`src/rtl/day10_machine_scheduler_pkg.sv`:
```
// Shared types and helpers for the day-10 machine scheduler.
package day10_pkg;

  typedef enum logic [2:0] {
    ST_IDLE,
    ST_READ_START,
    ST_READ_WAIT,
    ST_SOLVE_START,
    ST_SOLVE_WAIT,
    ST_ACCUMULATE,
    ST_DONE
  } sched_state_t;

  function automatic int pressesWidth(input int maxButtons);
    return $clog2(maxButtons + 1);
  endfunction

  // Returns {carry, value}: value clamps to all-ones of 'width' bits (width <= 64).
  function automatic logic [64:0] satAdd(input logic [63:0] a, input logic [63:0] b,
                                         input int width);
    logic [64:0] sum;
    logic [63:0] limit;
    sum   = {1'b0, a} + {1'b0, b};
    limit = 64'((65'd1 << width) - 65'd1);
    if (sum > {1'b0, limit}) begin
      return {1'b1, limit};
    end
    return sum;
  endfunction

endpackage

```
`src/rtl/day10_machine_scheduler_if.sv`:
```
// Handshake and status bundle between the scheduler and its environment.
interface day10_machine_scheduler_if #(
  parameter int PRESSES_W     = 5,
  parameter int TOTAL_W       = 32,
  parameter int MACHINE_CNT_W = 16
);
  logic                     start;
  logic                     reader_start;
  logic                     reader_ready;
  logic                     end_of_input;
  logic                     solver_start;
  logic                     solver_done;
  logic [PRESSES_W-1:0]     solver_presses;
  logic                     solver_unsolvable;
  logic                     busy;
  logic                     done;
  logic [TOTAL_W-1:0]       total_presses;
  logic [MACHINE_CNT_W-1:0] num_machines;
  logic                     error_unsolvable;
  logic                     error_overflow;

  modport master (
    output start, reader_ready, end_of_input, solver_done, solver_presses, solver_unsolvable,
    input  reader_start, solver_start, busy, done, total_presses, num_machines,
           error_unsolvable, error_overflow
  );

  modport slave (
    input  start, reader_ready, end_of_input, solver_done, solver_presses, solver_unsolvable,
    output reader_start, solver_start, busy, done, total_presses, num_machines,
           error_unsolvable, error_overflow
  );
endinterface

```
`src/rtl/day10_machine_scheduler_sat_accumulator.sv`:
```
// Saturating running total of per-machine press counts with sticky overflow flag.
module day10_sat_accumulator
  import day10_pkg::*;
#(
  parameter int PRESSES_W = 5,
  parameter int TOTAL_W   = 32
) (
  input  logic                 clk,
  input  logic                 rst,
  input  logic                 i_clear,
  input  logic                 i_add,
  input  logic [PRESSES_W-1:0] i_addend,
  output logic [TOTAL_W-1:0]   o_total,
  output logic                 o_overflow
);
  logic [TOTAL_W-1:0] r_total;
  logic               r_overflow;
  logic [TOTAL_W-1:0] w_sum;
  logic               w_carry;

  assign w_sum   = TOTAL_W'(satAdd(64'(r_total), 64'(i_addend), TOTAL_W));
  assign w_carry = 1'(satAdd(64'(r_total), 64'(i_addend), TOTAL_W) >> 64);

  always_ff @(posedge clk) begin
    if (rst || i_clear) begin
      r_total    <= '0;
      r_overflow <= 1'b0;
    end else if (i_add) begin
      r_total <= w_sum;
      if (w_carry) begin
        r_overflow <= 1'b1;
      end
    end
  end

  assign o_total    = r_total;
  assign o_overflow = r_overflow;
endmodule

```
`src/rtl/day10_machine_scheduler.sv`:
```
// Alternates reader and solver one machine at a time so they never share the input storage concurrently.
module day10_machine_scheduler
  import day10_pkg::*;
#(
  parameter int MAX_NUM_BUTTONS = 16,
  parameter int PRESSES_W       = pressesWidth(MAX_NUM_BUTTONS),
  parameter int TOTAL_W         = 32,
  parameter int MACHINE_CNT_W   = 16
) (
  input logic                 clk,
  input logic                 rst,
  day10_machine_scheduler_if.slave bus
);
  sched_state_t             r_state, w_nextState;
  logic                     r_lastMachine;
  logic                     r_unsolvable;
  logic                     r_errUnsolvable;
  logic [PRESSES_W-1:0]     r_presses;
  logic [MACHINE_CNT_W-1:0] r_numMachines;
  logic                     w_clear, w_accumulate;
  logic                     w_readerStart, w_solverStart, w_busy, w_done;

  always_ff @(posedge clk) begin
    if (rst) r_state <= ST_IDLE;
    else     r_state <= w_nextState;
  end

  // Start pulses are suppressed while rst is high so nothing leaks out in the reset cycle.
  always_comb begin
    w_nextState   = r_state;
    w_readerStart = 1'b0;
    w_solverStart = 1'b0;
    w_busy        = 1'b1;
    w_done        = 1'b0;
    w_clear       = 1'b0;
    w_accumulate  = 1'b0;
    case (r_state)
      ST_IDLE, ST_DONE: begin
        w_busy = 1'b0;
        w_done = (r_state == ST_DONE);
        if (bus.start) begin
          w_clear     = 1'b1;
          w_nextState = ST_READ_START;
        end
      end
      ST_READ_START: begin
        w_readerStart = !rst;
        w_nextState   = ST_READ_WAIT;
      end
      ST_READ_WAIT:   if (bus.reader_ready) w_nextState = ST_SOLVE_START;
      ST_SOLVE_START: begin
        w_solverStart = !rst;
        w_nextState   = ST_SOLVE_WAIT;
      end
      ST_SOLVE_WAIT:  if (bus.solver_done) w_nextState = ST_ACCUMULATE;
      ST_ACCUMULATE: begin
        w_accumulate = 1'b1;
        w_nextState  = r_lastMachine ? ST_DONE : ST_READ_START;
      end
      default: w_nextState = ST_IDLE;
    endcase
  end

  always_ff @(posedge clk) begin
    if (rst) begin
      r_lastMachine   <= 1'b0;
      r_unsolvable    <= 1'b0;
      r_errUnsolvable <= 1'b0;
      r_presses       <= '0;
      r_numMachines   <= '0;
    end else begin
      if (w_clear) begin
        r_errUnsolvable <= 1'b0;
        r_numMachines   <= '0;
      end
      if (r_state == ST_READ_WAIT && bus.reader_ready) begin
        r_lastMachine <= bus.end_of_input;
      end
      if (r_state == ST_SOLVE_WAIT && bus.solver_done) begin
        r_presses    <= bus.solver_presses;
        r_unsolvable <= bus.solver_unsolvable;
      end
      if (w_accumulate) begin
        if (r_unsolvable) r_errUnsolvable <= 1'b1;
        if (r_numMachines != '1) r_numMachines <= r_numMachines + 1'b1;
      end
    end
  end

  day10_sat_accumulator #(
    .PRESSES_W (PRESSES_W),
    .TOTAL_W   (TOTAL_W)
  ) u_acc (
    .clk        (clk),
    .rst        (rst),
    .i_clear    (w_clear),
    .i_add      (w_accumulate && !r_unsolvable),
    .i_addend   (r_presses),
    .o_total    (bus.total_presses),
    .o_overflow (bus.error_overflow)
  );

  assign bus.reader_start     = w_readerStart;
  assign bus.solver_start     = w_solverStart;
  assign bus.busy             = w_busy;
  assign bus.done             = w_done;
  assign bus.num_machines     = r_numMachines;
  assign bus.error_unsolvable = r_errUnsolvable;
endmodule

```
`src/flat_wrapper.sv`:
```
// flat-port wrapper written by rule: the top's interface ports become plain ports
module day10_machine_scheduler_flat import day10_pkg::*;
#(
  parameter int MAX_NUM_BUTTONS = 16,
  parameter int PRESSES_W       = pressesWidth(MAX_NUM_BUTTONS),
  parameter int TOTAL_W         = 32,
  parameter int MACHINE_CNT_W   = 16
)
  (clk, rst, bus_start, bus_reader_ready, bus_end_of_input, bus_solver_done, bus_solver_presses, bus_solver_unsolvable, bus_reader_start, bus_solver_start, bus_busy, bus_done, bus_total_presses, bus_num_machines, bus_error_unsolvable, bus_error_overflow);
  day10_machine_scheduler_if #(.PRESSES_W(PRESSES_W), .TOTAL_W(TOTAL_W), .MACHINE_CNT_W(MACHINE_CNT_W)) bus_i ();
  input logic clk;
  input logic rst;
  input wire logic [$bits(bus_i.start)-1:0] bus_start;
  input wire logic [$bits(bus_i.reader_ready)-1:0] bus_reader_ready;
  input wire logic [$bits(bus_i.end_of_input)-1:0] bus_end_of_input;
  input wire logic [$bits(bus_i.solver_done)-1:0] bus_solver_done;
  input wire logic [$bits(bus_i.solver_presses)-1:0] bus_solver_presses;
  input wire logic [$bits(bus_i.solver_unsolvable)-1:0] bus_solver_unsolvable;
  output wire logic [$bits(bus_i.reader_start)-1:0] bus_reader_start;
  output wire logic [$bits(bus_i.solver_start)-1:0] bus_solver_start;
  output wire logic [$bits(bus_i.busy)-1:0] bus_busy;
  output wire logic [$bits(bus_i.done)-1:0] bus_done;
  output wire logic [$bits(bus_i.total_presses)-1:0] bus_total_presses;
  output wire logic [$bits(bus_i.num_machines)-1:0] bus_num_machines;
  output wire logic [$bits(bus_i.error_unsolvable)-1:0] bus_error_unsolvable;
  output wire logic [$bits(bus_i.error_overflow)-1:0] bus_error_overflow;
  assign bus_i.start = bus_start;
  assign bus_i.reader_ready = bus_reader_ready;
  assign bus_i.end_of_input = bus_end_of_input;
  assign bus_i.solver_done = bus_solver_done;
  assign bus_i.solver_presses = bus_solver_presses;
  assign bus_i.solver_unsolvable = bus_solver_unsolvable;
  assign bus_reader_start = bus_i.reader_start;
  assign bus_solver_start = bus_i.solver_start;
  assign bus_busy = bus_i.busy;
  assign bus_done = bus_i.done;
  assign bus_total_presses = bus_i.total_presses;
  assign bus_num_machines = bus_i.num_machines;
  assign bus_error_unsolvable = bus_i.error_unsolvable;
  assign bus_error_overflow = bus_i.error_overflow;
  day10_machine_scheduler #(.MAX_NUM_BUTTONS(MAX_NUM_BUTTONS), .PRESSES_W(PRESSES_W), .TOTAL_W(TOTAL_W), .MACHINE_CNT_W(MACHINE_CNT_W)) u_core (.clk(clk), .rst(rst), .bus(bus_i));
endmodule
```
`config.mk`:
```
export PLATFORM = sky130hd
export DESIGN_NAME = day10_machine_scheduler_flat
export DESIGN_NICKNAME = d
export VERILOG_FILES = /design/src/rtl/day10_machine_scheduler_pkg.sv /design/src/rtl/day10_machine_scheduler_if.sv /design/src/rtl/day10_machine_scheduler_sat_accumulator.sv /design/src/rtl/day10_machine_scheduler.sv /design/src/flat_wrapper.sv
export SDC_FILE = /design/constraint.sdc
export NUM_CORES = 1
export LEC_CHECK = 0
export BUFFER_PORTS_ARGS = -buffer_cell sky130_fd_sc_hd__buf_2
export CELL_PAD_IN_SITES_DETAIL_PLACEMENT = 0
export CELL_PAD_IN_SITES_GLOBAL_PLACEMENT = 1
export CORE_UTILIZATION = 41
export CTS_CLUSTER_DIAMETER = 150
export CTS_CLUSTER_SIZE = 12
export DETAILED_ROUTE_END_ITERATION = 16
export GPL_TIMING_DRIVEN = 0
export PLACE_DENSITY_LB_ADDON = 0.1
export SYNTH_ARGS = -nofsm -noshare
export SYNTH_HDL_FRONTEND = slang
export SYNTH_SLANG_ARGS = --single-unit
```
`constraint.sdc`:
```
create_clock -name clk -period 2.99 [get_ports clk]
set_clock_uncertainty 0.15 [all_clocks]
set_input_delay 0.299 -clock clk [delete_from_list [all_inputs] [get_ports clk]]
set_output_delay 0.299 -clock clk [all_outputs]
set_load 0.02 [all_outputs]
```
==> results.json, run 1 <==
{
  "synth_area_sq_um": 3230,
  "clock_sinks": 60,
  "post-route-cell-area_sq_um": 3830,
  "vias": 3022,
  "rows": 31,
  "finalHoldViolations": 0,
  "io_buffers": 64,
  "grt_max_degree": 11,
  "first_pass_iters": 4,
  "maxSlewViolCount": 0,
  "slowest_delay_ns": 0.46,
  "synthArstFlopShare_pct": 0,
  "gp_congestion": 0.783,
  "postCtsSetupBuffers": 0,
  "cts_tree": "yes",
  "relSlewSlack_pct": 38.7,
  "critPathArrivalTime_ns": 2.75,
  "cp_slowest_cell": "or4b_1",
  "synth_warnings": 0,
  "grt-ovfl-total": 0,
  "grt_setup_unrepaired": "false",
  "initial_core_util_pct": 43.3,
  "yosysTopAreaCell": "dfxtp_1",
  "core_sq_um": 7450,
  "post-route-period-util_pct": 88.1,
  "cp-start-kind": "register",
  "synth_commonest_cells": "dfxtp_1, nor2_1, a21oi_1",
  "tightest_slew_ns": 0.915,
  "hpwl_um": 5950,
  "synthCells": 369,
  "yosysTopAreaCellShare_pct": 37.2,
  "postPlaceCellArea_sq_um": 3670,
  "status": "complete, no violations",
  "drive_gt1_share_pct": 23.0,
  "seqCellArea_sq_um": 1200,
  "grt_pass1_vias": 2844,
  "cp_max_fo": 10,
  "die_h_um": 90.7,
  "initialDrtViolationCount": 108,
  "synth_most_common_cell": "dfxtp_1",
  "worst_hold_path_type": "primary input to register",
  "worst_ep_required_time_ns": 3.11,
  "ir_drop_v": 0.000229,
  "leakage_nw": 1.48,
  "drtAntennaViolNets": 0,
  "fin_nets": 463,
  "pin_count": 66,
  "postSynthAreaPerCell_sq_um": 8.74,
  "p_per_area_nw_per_um2": 413,
  "track_usage_pct": 21.1,
  "ys_seq_elements": 60,
  "synth_area_leaders": "dfxtp_1, xor2_1, a21oi_1",
  "viasPerCell": 5.53,
  "route.detailed.drc": 0,
  "cts_resized": 0,
  "finalCriticalPeriod_ns": 2.63,
  "ctsHoldBuffers": 0,
  "setup_tns_ns": 0,
  "die_w_um": 90.7,
  "crit_path_cell_trace": "ha_1 > inv_1 > fa_1 > nor2b_1 > o31ai_1 > nand2_1 > or4b_1 > buf_6 > buf_12 > a21oi_2",
  "wl_per_cell_um": 15.0,
  "antenna_cells": 0,
  "cts_buffers": 9,
  "synth_edf_count": 0,
  "worstSetupPathType": "register to register",
  "mappedNetlistNets": 388,
  "cts_root_buf": "clkbuf_8",
  "path_clk_slew_ns": 0.06,
  "wl_um": 8170,
  "clock_path_buffers": 2,
  "area_growth_pct": 18.7,
  "synthFlopType": "dfxtp_1",
  "rr_worst_depth": 10,
  "cts_max_level": 3,
  "grt_pass1_wl_um": 13800,
  "holdPathStages": 3,
  "drv_cap": 0,
  "antenna_found_initial": 0,
  "insertion_delay_ns": 0.34,
  "yosysUniqueCellTypes": 61,
  "multi_input_area_sq_um": 1890,
  "end_kind": "register",
  "setup_viol": 0,
  "fmax_mhz": 380,
  "ys_seq_area_share_pct": 37.2,
  "n_fill_cell": 765,
  "dieArea_sq_um": 8230
}
## routing by layer
metal	vias to the layer above	global-route usage (%)	share of wire (%)	routed length [um]
li1	1534	-	-	-
met1	1403	27.2	49	3970
met2	73	34.5	45	3700
met3	12	3.28	4.6	373
met4	0	9.27	1.5	126
met5	-	0	0	0
## final timing paths
check / from / to / slack, ns
setup / recovery: u_core.u_acc.o_total[0] / u_core.u_acc.o_total[13] / 0.36
hold / removal: bus_solver_presses[3] / u_core.r_presses[3] / 0.05
setup reg to reg: u_core.u_acc.o_total[0] / u_core.u_acc.o_total[13] / 0.36
hold reg to reg: u_core.r_presses[2] / u_core.r_presses[2] / 0.37
## metrics by stage
stage / hold WS, ns / instances / total power, mW / utilization (%) / worst slack [ns]
6_report: 0.0470 / 546 / 1.58 / 51.4 / 0.356
3_5_place_dp: 0.355 / 532 / 0.982 / 49.3 / 0.238
5_1_grt: 0.0445 / 546 / 1.65 / 51.4 / 0.103
4_1_cts: 0.0377 / 546 / 1.60 / 51.4 / 0.207
2_1_floorplan: 0.288 / 369 / 0.933 / - / 0.420
3_3_place_gp: 0.337 / 532 / 0.980 / 49.3 / 0.245
## registers in the layout, summed over array words and instances (netlist names)
signal and cells:
u_core.r_presses 5, u_core.u_acc.o_total 32, u_core.r_state 3, u_core.bus.num_machines 16, u_core.r_lastMachine 1, u_core.bus.error_unsolvable 1, u_core.r_unsolvable 1, u_core.u_acc.o_overflow 1
## power by group
group | internal, mW | switching, mW | total [mW] | leakage [nW]
combinational | 0.0429 | 0.102 | 0.145 | 0.908
clock | 0.310 | 0.308 | 0.618 | 0.0848
sequential | 0.808 | 0.00909 | 0.817 | 0.484
## cell type report
type,instances,share of cell area [%]
buffer,19,2.58
clock buffer,11,3.69
clock inverter,3,0.392
inverter,10,0.980
multi-input combinational,280,49.4
sequential,60,31.4
tap,99,3.24
timing repair buffer,64,8.37
## cell usage in the layout, fill, tap and decap left out, drive strengths merged, types with 4 or more instances in the layout
cell | synthesis | layout
buf | 6 | 70
dfxtp | 60 | 60
a21oi | 35 | 35
nor2 | 28 | 28
clkbuf | 13 | 24
nand3 | 23 | 23
nand2 | 19 | 19
xor2 | 18 | 18
o21ai | 18 | 18
nand4 | 15 | 15
inv | 10 | 10
a31oi | 10 | 10
and3 | 9 | 9
and4 | 8 | 8
or3 | 7 | 7
and2 | 7 | 7
o211ai | 7 | 7
nor3 | 7 | 7
mux2i | 6 | 6
ha | 6 | 6
xnor2 | 5 | 5
nand2b | 4 | 4
a311oi | 4 | 4
a211oi | 4 | 4
or4 | 4 | 4
## cells by family (layout without fill, tap and decap cells)
kind of cell / after synthesis / count (layout) / share of synthesized area, %
AND/OR/NAND/NOR: 145 / 145 / 26.2
AO/OA/AOI/OAI: 97 / 97 / 20.7
flip-flops: 60 / 60 / 37.2
XOR/XNOR: 23 / 23 / 6.24
adder cells (fa/ha/maj): 7 / 7 / 2.95
buffers and inverters: 29 / 107 / 4.19
multiplexers: 8 / 8 / 2.56
## critical path, delay by kind of cell (launching register included)
| kind | cells | cell delay (ns) |
|---|---|---|
| AND/OR/NAND/NOR | 3 | 0.81 |
| adder cells (fa/ha/maj) | 2 | 0.59 |
| buffers and inverters | 3 | 0.37 |
| flip-flops | 1 | 0.35 |
| AO/OA/AOI/OAI | 2 | 0.29 |
(Power assumes the default switching activity.)
==> run 2, diff against run 1 <==
PLACE_DENSITY_LB_ADDON = 0.3   (was 0.1)
==> run 2 against run 1 <==
  * Core utilization grew 0.37 points
  * Critical path depth is the same
  * Global-route usage shrank 0.13 points
  * Clock power grew 15%
==> results.json, run 2 (same netlist as run 1, synthesis figures left out) <==
{
  "worst_ep_required_time_ns": 3.10,
  "setup_viol": 0,
  "drive_gt1_share_pct": 22.8,
  "finalCriticalPeriod_ns": 2.66,
  "crit_end": "u_core.u_acc.o_total[5]",
  "area_growth_pct": 19.5,
  "grt-ovfl-total": 0,
  "fmax_mhz": 375,
  "initialDrtViolationCount": 117,
  "status": "complete, no violations",
  "first_pass_iters": 4,
  "worst_hold_path_type": "primary input to register",
  "layoutNonFillerInstCount": 547,
  "core_sq_um": 7450,
  "slowest_delay_ns": 0.46,
  "cp_max_fo": 10,
  "path_clk_slew_ns": 0.07,
  "setup_tns_ns": 0,
  "post-route-period-util_pct": 89.1,
  "grt_pass1_wl_um": 13800,
  "final_cell_mix": "buf_2, dfxtp_1, nor2_1",
  "multi_input_area_sq_um": 1890,
  "vias": 3035,
  "wl_um": 8060,
  "post-place-ws_ns": 0.268,
  "pin_count": 66,
  "cp-start-kind": "register",
  "cp.depth": 10,
  "die_h_um": 90.7,
  "cts_max_level": 3,
  "final_common_cell": "buf_2",
  "setup_slack_ns": 0.325,
  "drtAntennaViolNets": 0,
  "rr_worst_depth": 10,
  "crit_buf_inv": 3,
  "n_fill_cell": 760,
  "tightest_slew_ns": 0.923,
  "r2r_setup_slack_ns": 0.33,
  "io_buffers": 64,
  "grt_setup_unrepaired": "false",
  "leakage_nw": 1.48,
  "largest_register_ffs": 32,
  "grt_pass1_vias": 2784,
  "track_usage_pct": 21.0,
  "worstSetupPathType": "register to register",
  "post-route-cell-area_sq_um": 3860,
  "finalHoldViolations": 0,
  "dieArea_sq_um": 8230,
  "end_kind": "register",
  "cp_slowest_cell": "or4b_1",
  "cts_root_buf": "clkbuf_8",
  "drv_cap": 0,
  "cts_tree": "yes",
  "reg2reg_to": "u_core.u_acc.o_total[5]",
  "fin_util_pct": 51.8,
  "rows": 31,
  "critPathArrivalTime_ns": 2.78,
  "r2r-start": "u_core.u_acc.o_total[0]",
  "clock_path_buffers": 2,
  "crit_path_cell_trace": "ha_1 > inv_1 > fa_1 > nor2b_1 > o31ai_1 > nand2_1 > or4b_1 > buf_6 > buf_12 > a21oi_2",
  "dp_cells": 532,
  "hpwl_um": 5920,
  "initial_core_util_pct": 43.3,
  "route.detailed.drc": 0,
  "fin_nets": 463,
  "insertion_delay_ns": 0.34,
  "startpoint": "u_core.u_acc.o_total[0]",
  "grt_max_degree": 11,
  "cp_top_family": "simple AND/OR/NAND/NOR gates",
  "ir_drop_v": 0.000289,
  "cts_buffers": 9,
  "antenna_found_initial": 0,
  "viasPerCell": 5.55,
  "p_per_area_nw_per_um2": 434,
  "relSlewSlack_pct": 38.2,
  "postPlaceCellArea_sq_um": 3670,
  "seqCellArea_sq_um": 1200,
  "die_w_um": 90.7,
  "ctsHoldBuffers": 0,
  "maxSlewViolCount": 0,
  "wl_per_cell_um": 14.7,
  "gp_congestion": 0.812,
  "antenna_cells": 0,
  "clock_sinks": 60
}
## run 2: cell count changes in the layout (fill, tap and decap cells not counted), sizes merged
| cell | change |
|---|---|
| bufinv | +1 |
| clkinv | -2 |
| clkbuf | +2 |
## run 2: area by class of cell
cell class | instances | area share, %
Multi-Input combinational cell | 280 | 49.0
Inverter | 10 | 0.973
Timing Repair Buffer | 64 | 8.31
Sequential cell | 60 | 31.1
Tap cell | 99 | 3.21
Clock inverter | 2 | 0.909
Clock buffer | 13 | 3.86
Buffer | 19 | 2.56
## run 2: worst min-delay path, delay by kind of cell
family | cells | cell delay (ns)
simple gates | 1 | 0.07
mux | 1 | 0.05
buf+inv | 1 | 0.08
## run 2: worst min path at each step
stage | start | end | slack [ns] | cells past startpoint
detailed placement | u_core.r_presses[2] | u_core.r_presses[2] | 0.34 | 2
finish | bus_solver_unsolvable | u_core.r_unsolvable | 0.05 | 3
CTS | bus_end_of_input | u_core.r_lastMachine | 0.03 | 3
floorplan | bus_solver_presses[1] | u_core.r_presses[1] | 0.29 | 2
global placement | u_core.r_presses[0] | u_core.r_presses[0] | 0.33 | 2
global route | bus_solver_presses[0] | u_core.r_presses[0] | 0.03 | 3
## run 2: metal layers
metal  up-vias  wire [um]  part of all wire (%)  GRT usage (%)
li1       1533          -                     -              -
met1      1409       3750                    47           26.8
met2        85       3770                    47           34.3
met3         8        452                   5.6           5.64
met4         0         85                   1.1           6.18
met5         -          0                     0              0
## run 2: what timing repair did
| action | CTS | global route |
|---|---|---|
| resized for setup | 0 | 2 |
| endpoints found under the setup margin | 0 | 2 |
| setup buffers | 0 | 0 |
## run 2: where the power goes
group          total (mW)  leakage [nW]  internal (mW)  switching (mW)
clock               0.710        0.0935          0.403           0.308
sequential          0.817         0.484          0.808         0.00908
combinational       0.145         0.908         0.0429           0.102
total                1.67          1.48           1.25           0.419
## run 2: per-stage QoR
step / total power, mW / hold WS, ns
3_5_place_dp: 0.981 / 0.343
2_1_floorplan: 0.933 / 0.288
3_3_place_gp: 0.979 / 0.334
4_1_cts: 1.69 / 0.0326
6_report: 1.67 / 0.0465
5_1_grt: 1.75 / 0.0335
